[src/rtl/led_pattern_sequencer.sv]
// led_pattern_sequencer: debounced push-button driven LED pattern engine
module led_pattern_sequencer #(
    parameter int N_LEDS = 4,
    parameter int TICK_DIV = 50000000,
    parameter int DEBOUNCE_CYCLES = 1000000
) (
    input  logic              clk,
    input  logic              rst_n,
    input  logic [3:0]        key_n,
    output logic [N_LEDS-1:0] led,
    output logic [2:0]        mode,
    output logic              tick,
    output logic [3:0]        key_evt
);
    typedef enum logic [2:0] {ROTATE_L, ROTATE_R, PINGPONG, BLINK, ALL_ON, ALL_OFF} mode_t;
    localparam int PW = $clog2(TICK_DIV);
    localparam int DW = $clog2(DEBOUNCE_CYCLES + 1);
    localparam logic [N_LEDS-1:0] LSB = 1;
    localparam logic [N_LEDS-1:0] MSB = LSB << (N_LEDS - 1);
    logic [3:0] s1, s2, deb, deb_d;
    logic [PW-1:0] presc, nxt_presc;
    logic [N_LEDS-1:0] nxt_led;
    logic dir_dn, nxt_dir_dn, entry;
    mode_t st, nxt;
    assign mode = st;
    always_ff @(posedge clk or negedge rst_n)
        if (!rst_n) begin
            s1 <= '1;
            s2 <= '1;
            deb_d <= '1;
            key_evt <= '0;
        end else begin
            s1 <= key_n;
            s2 <= s1;
            deb_d <= deb;
            key_evt <= deb_d & ~deb;
        end
    // any sample matching the accepted state restarts the stability count
    for (genvar i = 0; i < 4; i++) begin : g_db
        logic [DW-1:0] cnt;
        logic d;
        assign deb[i] = d;
        always_ff @(posedge clk or negedge rst_n)
            if (!rst_n) begin
                cnt <= '0;
                d <= 1'b1;
            end else if (s2[i] == d) cnt <= '0;
            else if (cnt == DW'(DEBOUNCE_CYCLES - 1)) begin
                cnt <= '0;
                d <= s2[i];
            end else cnt <= cnt + 1'b1;
    end
    always_comb begin
        entry = |key_evt;
        nxt = st;
        if (key_evt[3]) nxt = ROTATE_L;
        else if (key_evt[2]) nxt = ALL_ON;
        else if (key_evt[1]) nxt = ALL_OFF;
        else if (key_evt[0]) nxt = st == ROTATE_R ? PINGPONG : st == PINGPONG ? BLINK : ROTATE_R;
        nxt_presc = (entry || presc == PW'(TICK_DIV - 1)) ? '0 : presc + 1'b1;
        nxt_dir_dn = dir_dn;
        nxt_led = led;
        if (entry) begin
            nxt_dir_dn = 1'b0;
            nxt_led = nxt == ROTATE_R ? MSB : nxt == ALL_OFF ? '0 : nxt inside {BLINK, ALL_ON} ? '1 : LSB;
        end else if (tick) begin
            case (st)
                ROTATE_L: nxt_led = {led[N_LEDS-2:0], led[N_LEDS-1]};
                ROTATE_R: nxt_led = {led[0], led[N_LEDS-1:1]};
                PINGPONG: begin
                    nxt_dir_dn = dir_dn ? !led[0] : led[N_LEDS-1];
                    nxt_led = nxt_dir_dn ? led >> 1 : led << 1;
                end
                BLINK: nxt_led = ~led;
                default: nxt_led = led;
            endcase
        end
    end
    // tick is registered from the next count so it is high while the count sits at TICK_DIV-1
    always_ff @(posedge clk or negedge rst_n)
        if (!rst_n) begin
            st <= ALL_OFF;
            led <= '0;
            presc <= '0;
            tick <= 1'b0;
            dir_dn <= 1'b0;
        end else begin
            st <= nxt;
            led <= nxt_led;
            presc <= nxt_presc;
            tick <= nxt_presc == PW'(TICK_DIV - 1);
            dir_dn <= nxt_dir_dn;
        end
endmodule
[config.mk]
export PLATFORM = sky130hd
export DESIGN_NAME = led_pattern_sequencer
export DESIGN_NICKNAME = d
export VERILOG_FILES = /design/src/rtl/led_pattern_sequencer.sv
export SDC_FILE = /design/constraint.sdc
export NUM_CORES = 1
export LEC_CHECK = 0
export ABC_AREA = 1
export CAP_MARGIN = 30
export CORE_ASPECT_RATIO = 0.6
export CORE_MARGIN = 4
export CORE_UTILIZATION = 64
export CTS_BUF_LIST = sky130_fd_sc_hd__clkbuf_8
export CTS_CLUSTER_DIAMETER = 150
export DETAILED_ROUTE_END_ITERATION = 7
export GPL_ROUTABILITY_DRIVEN = 0
export GPL_TIMING_DRIVEN = 1
export PLACE_DENSITY_LB_ADDON = 0.25
export SLEW_MARGIN = 0
export SYNTH_ARGS = -nofsm -noshare
export SYNTH_HDL_FRONTEND = slang
export SYNTH_SLANG_ARGS = --single-unit
export TNS_END_PERCENT = 10
[constraint.sdc]
create_clock -name clk -period 2.2 [get_ports clk]
set_input_delay 0.44 -clock clk [delete_from_list [all_inputs] [get_ports clk]]
set_output_delay 0.44 -clock clk [all_outputs]
set_load 0.02 [all_outputs]
==> results.txt, run 1 <==
The run finished with clean final reports. The clock slew at the register clock pins of the worst setup and hold paths is 0.08 ns. The worst setup path is launched from a flip-flop. The largest area contributor in the netlist is sky130_fd_sc_hd__dfrtp_1.

The global-route usage over all layers came out at 25.9%. The floorplan has 29 rows. Of the cells placed in the final design, the portion with a size suffix greater than 1 is 10.4%.

The max-slew headroom at the worst pin came out at 65.9%. The initial core utilization is 66.0%. Before antenna repair, the detailed router went through 5 iterations. The share of synthesized area occupied by flip-flops and latches came out at 48.3%. The remaining global-route overflow came out at 0. Dividing the synthesized area by the synthesized cell count gives 7.95 um2.

Setup slack on the critical path of the routed design comes to 0.0639 ns. The data arrival at the endpoint of the critical path is 1.70 ns. Across the run, the number of max-cap violations was 0.

Ranked by total cell area, the synthesized netlist is headed by sky130_fd_sc_hd__dfrtp_1 (42%), sky130_fd_sc_hd__nand2_1 (9.4%), sky130_fd_sc_hd__nor2_1 (8.0%), sky130_fd_sc_hd__dfstp_2 (6.7%), sky130_fd_sc_hd__inv_1 (6.5%). TritonCTS built the clock tree. The number of buffers on the longest clock path came out at 2. In this run the most critical hold path is launched from s1[3]$_DFF_PN1_.

In this run the worst path has a maximum fanout of 7. In this design, the largest share of critical-path delay is due to buffers and inverters. The number of buffers and inverters on the critical path is 1. The number of warnings printed during yosys synthesis came out at 0.

The number of global-route vias before repair came out at 5,668. The reg2reg setup slack is 0.24 ns. The number of antenna diodes in the final layout is 0. The pin count of the biggest net entering global routing came out at 52.

In this run the count of I/O pins placed on the die edge is 18. Buffers added to address setup during post-CTS repair amount to 0. The via-per-instance ratio is 5.63. The H-tree depth is 4.

The path with the worst hold slack has its endpoint at s2[3]$_DFF_PN1_. The initial antenna violation count came out at 0. The count of endpoints failing setup in the final report came out at 0. The net count after synthesis came out at 897. At the later pin of the worst-skew pair, clock insertion delay measures 0.45 ns. The post-placement setup slack is 0.306 ns. The class of the tightest hold or removal check is flip-flop to flip-flop. The fmax came out at 468 MHz. The vias after detailed routing came out at 6,090. The required time at the worst-slack endpoint came out at 1.76 ns.

The critical path endpoint category is a primary output. The actual slew at the worst max-slew pin came out at 0.510 ns. The largest incremental delay on the critical path is 0.66 ns.

In this run the static leakage power is 3.56 nW. Synthesis inferred 135 register bits. By startpoint and endpoint, the worst setup path is classified as flip-flop to primary output. The gate count after technology mapping is 886.

The startpoint identified for the worst register-to-register timing path is g_db[0].cnt[0]$_DFF_PN0_. The post-detailed-route wirelength per cell is 14.4 um. The total number of clock tree sinks came out at 135. Setup repair after global routing left no endpoint under its margin.

The count of endpoints failing hold in the final timing report came out at 0. The core region is 0.0107 mm2. The maximum clock skew at final layout came out at 0.0103 ns. The number of DRC markers in iteration 0 came out at 661. The post-synthesis cell type count came out at 39. In this run the biggest area consumer among cell types represents 41.6% of the synthesized area. The first global-routing pass estimated 26,300 um of wire. The cell depth of the worst min-delay path is 0. The clock root buffer is sky130_fd_sc_hd__clkbuf_8. The setup TNS is 0 ns. For this run, design rule violations remaining after detail routing come to 0. The layout overhead on the synthesized area is 11.8%. The cell type of the slowest stage on the worst timing path is sky130_fd_sc_hd__clkdlybuf4s50_1.

The half-perimeter wire length after placement is 11,600 um. The number of cells on the worst reg-to-reg path is 7. The number of filler cells placed in the layout came out at 784.

The overall die height is 89.3 um. The net count of the finished layout is 941. The worst register-to-register path ends at g_db[0].cnt[18]$_DFF_PN0_. The post-synthesis instance area is 0.00704 mm2. The number of pins with negative max-slew slack in the final report came out at 0.

The CTS buffer count is 17. The final clock period utilization by the worst path came out at 97.1%. The number of input and output port buffers inserted is 17. The die covers 0.0128 mm2. For this design the ratio of total power to cell area is 603 mW/mm2. The routed wire length came out at 15,600 um. Once detail routing completed, the nets flagged for antenna violations numbered 0. For the finished layout, the period the worst path requires is 2.14 ns. The maximum VDD drop came out at 0.524 mV. The die width is 143 um. The critical path goes through clkdlybuf4s50_1.
==> synth_stat cells <==
master	count
sky130_fd_sc_hd__nand2_1	177
sky130_fd_sc_hd__nor2_1	151
sky130_fd_sc_hd__inv_1	122
sky130_fd_sc_hd__dfrtp_1	117
sky130_fd_sc_hd__nand3_1	55
sky130_fd_sc_hd__nor3_1	35
sky130_fd_sc_hd__xor2_1	34
sky130_fd_sc_hd__a21oi_1	30
sky130_fd_sc_hd__o21ai_0	28
sky130_fd_sc_hd__dfstp_2	18
sky130_fd_sc_hd__nand4_1	17
sky130_fd_sc_hd__nor4_1	12
sky130_fd_sc_hd__nor2_2	11
sky130_fd_sc_hd__xnor2_1	11
sky130_fd_sc_hd__nor3b_1	9
sky130_fd_sc_hd__nor3_2	8
sky130_fd_sc_hd__ha_1	5
sky130_fd_sc_hd__a31oi_1	4
sky130_fd_sc_hd__and3_1	4
sky130_fd_sc_hd__mux2_2	4
sky130_fd_sc_hd__nor2_4	4
sky130_fd_sc_hd__buf_2	3
sky130_fd_sc_hd__nand2_2	3
sky130_fd_sc_hd__o211ai_1	3
sky130_fd_sc_hd__o21a_1	3
sky130_fd_sc_hd__a211oi_1	2
sky130_fd_sc_hd__nand2_4	2
sky130_fd_sc_hd__nand3_2	2
sky130_fd_sc_hd__or2_0	2
sky130_fd_sc_hd__a21o_1	1
sky130_fd_sc_hd__a311oi_1	1
sky130_fd_sc_hd__and2_1	1
sky130_fd_sc_hd__clkbuf_1	1
sky130_fd_sc_hd__clkinv_1	1
sky130_fd_sc_hd__inv_2	1
sky130_fd_sc_hd__nand3b_1	1
sky130_fd_sc_hd__nand3b_2	1
sky130_fd_sc_hd__o221ai_1	1
sky130_fd_sc_hd__or2_2	1
==> layout make-up <==
type / count / area, um2 / share of cell area [%]
Clock buffer: 18 / 248 / 3.15
Clock inverter: 14 / 149 / 1.89
Inverter: 124 / 465 / 5.91
Multi-Input combinational cell: 623 / 3160 / 40.1
Sequential cell: 135 / 3400 / 43.2
Tap cell: 139 / 174 / 2.21
Timing Repair Buffer: 29 / 277 / 3.51
==> where the power goes <==
| part | switching (mW) | total (mW) | internal, mW | leakage [nW] |
|---|---|---|---|---|
| Sequential | 0.0163 | 2.53 | 2.51 | 1.80 |
| Combinational | 0.0969 | 0.142 | 0.0447 | 1.57 |
| Clock | 1.03 | 2.07 | 1.04 | 0.198 |
==> logic make-up (layout without fill, tap and decap cells) <==
logic type / Yosys count / in the layout / synth area share (%)
simple gates: 496 / 496 / 32.0
compound gates: 73 / 73 / 5.69
flops: 135 / 135 / 48.3
mux: 4 / 4 / 0.640
buf+inv: 128 / 185 / 6.88
xor+xnor: 45 / 45 / 5.60
fa+ha+maj: 5 / 5 / 0.888
==> registers in the layout, summed over array words and instances (netlist names) <==
name / flops
g_db.d: 4
presc: 26
deb_d: 4
mode: 3
dir_dn: 1
s2: 4
tick: 1
g_db.cnt: 80
key_evt: 4
s1: 4
led: 4
==> worst max-delay path by stage <==
stage,depth (start not counted),endpoint,slack (ns),start
floorplan,10,led[3]$_DFFE_PN0P_,0.58,mode[2]$_DFF_PN1_
global placement,13,tick$_DFF_PN0_,0.36,presc[0]$_DFF_PN0_
detailed placement,13,tick$_DFF_PN0_,0.31,presc[0]$_DFF_PN0_
CTS,1,mode[0],0.05,mode[0]$_DFF_PN1_
global route,1,mode[0],0.01,mode[0]$_DFF_PN1_
finish,1,mode[0],0.06,mode[0]$_DFF_PN1_
==> through the flow <==
step                      std cells  util [%]  cell area (um2)  hold slack [ns]  total power [mW]
after floorplan                 886         -             7040            0.144              2.63
after global placement         1049      70.0             7460            0.346              2.71
after detailed placement       1049      70.0             7460            0.347              2.72
after CTS                      1082      73.8             7870            0.350              4.77
after global routing           1082      73.8             7870            0.354              4.92
final                          1082      73.8             7870            0.354              4.74
==> cells in the final DEF (no fill, tap or decap), types with 3 or more instances in the layout <==
cell | netlist | layout
sky130_fd_sc_hd__buf_4 | 0 | 10
sky130_fd_sc_hd__nor3_1 | 35 | 35
sky130_fd_sc_hd__nor2_1 | 151 | 151
sky130_fd_sc_hd__inv_6 | 0 | 4
sky130_fd_sc_hd__o21a_1 | 3 | 3
sky130_fd_sc_hd__nand2_2 | 3 | 3
sky130_fd_sc_hd__mux2_2 | 4 | 4
sky130_fd_sc_hd__dfstp_2 | 18 | 18
sky130_fd_sc_hd__clkinvlp_4 | 0 | 3
sky130_fd_sc_hd__nor3b_1 | 9 | 9
sky130_fd_sc_hd__a21oi_1 | 30 | 30
sky130_fd_sc_hd__and3_1 | 4 | 4
sky130_fd_sc_hd__nor3_2 | 8 | 8
sky130_fd_sc_hd__clkbuf_8 | 0 | 18
sky130_fd_sc_hd__nor2_4 | 4 | 4
sky130_fd_sc_hd__ha_1 | 5 | 5
sky130_fd_sc_hd__inv_1 | 122 | 123
sky130_fd_sc_hd__xnor2_1 | 11 | 11
sky130_fd_sc_hd__o21ai_0 | 28 | 28
sky130_fd_sc_hd__xor2_1 | 34 | 34
sky130_fd_sc_hd__nand2_1 | 177 | 177
sky130_fd_sc_hd__nor2_2 | 11 | 11
sky130_fd_sc_hd__nor4_1 | 12 | 12
sky130_fd_sc_hd__clkdlybuf4s50_1 | 0 | 16
sky130_fd_sc_hd__o211ai_1 | 3 | 3
sky130_fd_sc_hd__a31oi_1 | 4 | 4
sky130_fd_sc_hd__dfrtp_1 | 117 | 117
sky130_fd_sc_hd__nand3_1 | 55 | 55
sky130_fd_sc_hd__nand4_1 | 17 | 17
==> routing by layer <==
layer  up-vias  track usage, %  wire, um
li1       2920               -         -
met1      2866            36.8      7190
met2       262            40.4      7040
met3        42            6.15      1150
met4         0            7.52       240
met5         -               0         0
==> what timing repair did <==
item | CTS | global route
gates resized for setup | 0 | 0
hold buffers | 1 | 0
endpoints found under the hold margin | 41 | 0
No activity file was read; power rests on OpenSTA's default activity.
==> run 2: changes to the inputs <==
--- a/config.mk
+++ b/config.mk
@@ -9,13 +9,12 @@
 export CAP_MARGIN = 30
 export CORE_ASPECT_RATIO = 0.6
 export CORE_MARGIN = 4
-export CORE_UTILIZATION = 64
-export CTS_BUF_LIST = sky130_fd_sc_hd__clkbuf_8
-export CTS_CLUSTER_DIAMETER = 150
+export CORE_UTILIZATION = 62
 export DETAILED_ROUTE_END_ITERATION = 7
 export GPL_ROUTABILITY_DRIVEN = 0
 export GPL_TIMING_DRIVEN = 1
 export PLACE_DENSITY_LB_ADDON = 0.25
+export RECOVER_POWER = 25
 export SLEW_MARGIN = 0
 export SYNTH_ARGS = -nofsm -noshare
 export SYNTH_HDL_FRONTEND = slang
==> run 2 against run 1 <==
Effect of this change:
- critical path type unchanged
- sequential share of layout area fell by 0.77 points
- clock skew fell by 0.0024 ns
- flip-flop and latch count did not move
- clock power rose by 36%
- highest routed layer unchanged
- critical endpoint unchanged
- worst hold slack improved by 0.0026 ns
- global-route usage rose by 0.29 points
- die area rose by 3.0%
- the flow now finishes with violations (max-capacitance violations, max-slew violations)
==> results.txt, run 2 (same netlist as run 1, synthesis figures left out) <==
The final reports fail on max-capacitance violations, max-slew violations. The startpoint identified for the worst register-to-register timing path is presc[0]$_DFF_PN0_. The max-slew headroom at the worst pin came out at -0.241% (-66 points).

The critical path in this run is classified as flip-flop to primary output. The areal power density over the cells is 685 mW/mm2 (+14%). The routed wire length is 16,800 um (+7.4%).

The number of post-CTS setup repair buffers came out at 0 (unchanged). The top fanout value on the critical path came out at 7 (unchanged). The post-detailed-route wirelength per cell is 15.6 um (+8.0%). The count of endpoints failing setup in the final report came to 0 (unchanged). The via-per-instance ratio is 5.69 (+1.2%).

Leaving out fill and tap cells, the most frequent cell in the layout is sky130_fd_sc_hd__nand2_1. In the final layout, the registers with the most flip-flops are g_db.cnt: 80 flops, presc: 26 flops. The final clock period utilization by the worst path was 95.0% (-2.1 points). The top-level I/O count is 18 (unchanged). The half-perimeter wire length after placement is 11,900 um (+2.3%). The CTS buffer count is 17 (unchanged). The largest incremental delay on the critical path came to 0.66 ns (about the same).

The worst hold path terminates at s2[1]$_DFF_PN1_. The placeable core region is 0.0108 mm2 (+1.4%). The clock slew at the register clock pins of the worst setup and hold paths came out at 0.05 ns (-0.03 ns). The overall die height is 90.6 um (+1.5%). The critical register-to-register path endpoint is tick$_DFF_PN0_. The clock tree from TritonCTS is yes. The cell leakage power is 3.63 nW (+1.7%). The vias after detailed routing was 6,126 (+0.59%).

The setup TNS came out at 0 ns (unchanged). The number of buffers on the longest clock path was 2 (unchanged). The share of cells above drive strength 1 came out at 9.28% (-1.1 points). The number of standard-cell rows in the floorplan came out at 29 (unchanged). The actual slew at the worst max-slew pin is 1.50 ns (+0.994 ns).

The number of global-route vias before repair was 5,882 (+3.8%). The cell depth of the worst min-delay path was 0 (unchanged). The clock root buffer is sky130_fd_sc_hd__clkbuf_16. The total number of clock tree sinks came out at 135 (unchanged).

The cell type of the slowest stage on the worst timing path is sky130_fd_sc_hd__clkdlybuf4s50_1. The number of input and output port buffers inserted is 17 (unchanged). The number of pins with negative max-slew slack in the final report is 57 (+57). The global-route usage over all layers is 26.2% (+0.29 points). The antenna diode count was 0 (unchanged).

The pin count of the biggest net entering global routing came out at 59 (+13%). The H-tree depth came out at 4 (unchanged). The flow ran to the end, but the final reports show violations. The data arrival at the endpoint of the critical path was 1.65 ns (-0.05 ns).

The count of hold buffers inserted by post-cts repair is 0 (-1). The number of flip-flops under the largest register name is 80 (unchanged). The top cell types in the final layout, fill and taps aside, are sky130_fd_sc_hd__nand2_1 (177), sky130_fd_sc_hd__nor2_1 (151), sky130_fd_sc_hd__inv_1 (122). The cell-internal power came out at 4.33 mW (+20%). The reg2reg setup slack was 0.22 ns (-0.02 ns). The relative contribution of the clock network to total power came out at 51.4% (+7.7 points).

The part of the total power dissipated in sequential elements is 46.1% (-7.2 points). The maximum VDD drop came out at 0.511 mV (-2.5%). The area enclosed by the die boundary was 0.0132 mm2 (+3.0%). The antenna violation net count after detailed routing came out at 0 (unchanged). The initial antenna violation count is 0 (unchanged). The portion of total power attributed to combinational logic is 2.4% (-0.6 points). The net switching component of the power is 1.16 mW (+1.3%).

The cell area after placement was 0.00745 mm2 (-0.23%). The number of DRC markers in iteration 0 is 668 (+1.1%). The number of cells on the worst reg-to-reg path came out at 13 (+6). The critical path endpoint category is a primary output. The startpoint class of the critical path is a flip-flop. The fmax was 478 MHz (+2.2%). The remaining global-route overflow is 0 (unchanged). The startpoint of the worst hold path is s1[1]$_DFF_PN1_. The switching share of power came out at 21.1% (-3.0 points). The cell family contributing the most delay on the critical path is buffers and inverters. The largest register by flop count is g_db.cnt. The count of nets after finishing is 936 (-0.53%). The post-route cell area came out at 0.00801 mm2 (+1.8%). The maximum clock skew at final layout is 0.00789 ns (-0.00238 ns).

The max capacitance violation total came out at 1 (+1). The first-pass GRT wire length came out at 28,300 um (+7.5%). The required time at the worst-slack endpoint came out at 1.76 ns (about the same). The number of filler cells placed in the layout came out at 777 (-0.89%).

The number of instances resized during post-cts repair came out at 0 (unchanged). The layout overhead on the synthesized area came out at 13.8%. The die width is 146 um (+1.5%). The count of endpoints failing hold in the final timing report came out at 0 (unchanged). The first-pass detailed-route iteration total is 7 (+2).

The clock period minus worst slack came to 2.09 ns (-0.0454 ns). The number of design rule violations left after detail routing is 0 (unchanged). The insertion delay of the later-clocked pin in the worst-skew pair came out at 0.42 ns (-0.03 ns).

Setup repair after global routing left no endpoint under its margin. The initial core utilization is 65.1% (-0.89 points). The path class of the tightest hold or removal check is flip-flop to flip-flop. The number of buffer and inverter instances along the worst setup path is 1 (unchanged). The critical path goes through clkdlybuf4s50_1.
## run 2: changes by cell type in the layout (fill, tap and decap cells not counted), moves of 3 or more
| cell | delta |
|---|---|
| sky130_fd_sc_hd__dfstp_2 | -4 |
| sky130_fd_sc_hd__clkdlybuf4s50_1 | -4 |
| sky130_fd_sc_hd__dlygate4sd3_1 | +3 |
| sky130_fd_sc_hd__inv_6 | -4 |
| sky130_fd_sc_hd__buf_4 | -5 |
| sky130_fd_sc_hd__clkbuf_16 | +17 |
| sky130_fd_sc_hd__clkbuf_1 | +3 |
| sky130_fd_sc_hd__clkbuf_8 | -14 |
| sky130_fd_sc_hd__dfstp_1 | +4 |
## run 2: metrics by stage
| stage | util, % | total power, mW | std cells | hold slack, ns | setup slack [ns] |
|---|---|---|---|---|---|
| floorplan | - | 2.63 | 886 | 0.144 | 0.578 |
| global placement | 68.9 | 2.71 | 1045 | 0.346 | 0.355 |
| detailed placement | 68.9 | 2.72 | 1045 | 0.349 | 0.269 |
| CTS | 74.3 | 5.52 | 1076 | 0.0150 | 0.0998 |
| global route | 74.1 | 5.65 | 1076 | 0.361 | 0.0462 |
| finish | 74.1 | 5.49 | 1076 | 0.356 | 0.109 |
## run 2: cell type report
cell class / count / area (um2) / area share (%)
multi-input combinational: 623 / 3160 / 39.4
clock inverter: 7 / 93.8 / 1.17
timing repair buffer: 24 / 230 / 2.87
sequential: 135 / 3400 / 42.4
clock buffer: 24 / 492 / 6.14
tap: 139 / 174 / 2.17
inverter: 124 / 465 / 5.81
## run 2: routing by layer
metal	track usage, %	vias to the layer above	share of wire, %
li1	-	2921	-
met1	37.3	2872	45
met2	39.6	288	45
met3	5.92	45	8.2
met4	9.32	0	2.2
met5	0	-	0
## run 2: worst max path at each step
stage,from,to,slack (ns),cells past startpoint
floorplan,mode[2]$_DFF_PN1_,led[3]$_DFFE_PN0P_,0.58,10
global placement,presc[0]$_DFF_PN0_,tick$_DFF_PN0_,0.35,13
detailed placement,presc[0]$_DFF_PN0_,tick$_DFF_PN0_,0.27,13
CTS,mode[0]$_DFF_PN1_,mode[0],0.1,1
global route,presc[0]$_DFF_PN0_,tick$_DFF_PN0_,0.05,13
finish,mode[0]$_DFF_PN1_,mode[0],0.11,1
## run 2: power by group through the flow
stage          Sequential, mW  Combinational (mW)  Clock, mW
2_1_floorplan            2.57              0.0545          0
3_3_place_gp             2.57               0.136          0
3_5_place_dp             2.58               0.142          0
4_1_cts                  2.53               0.143       2.85
5_1_grt                  2.54               0.153       2.96
6_report                 2.53               0.133       2.82
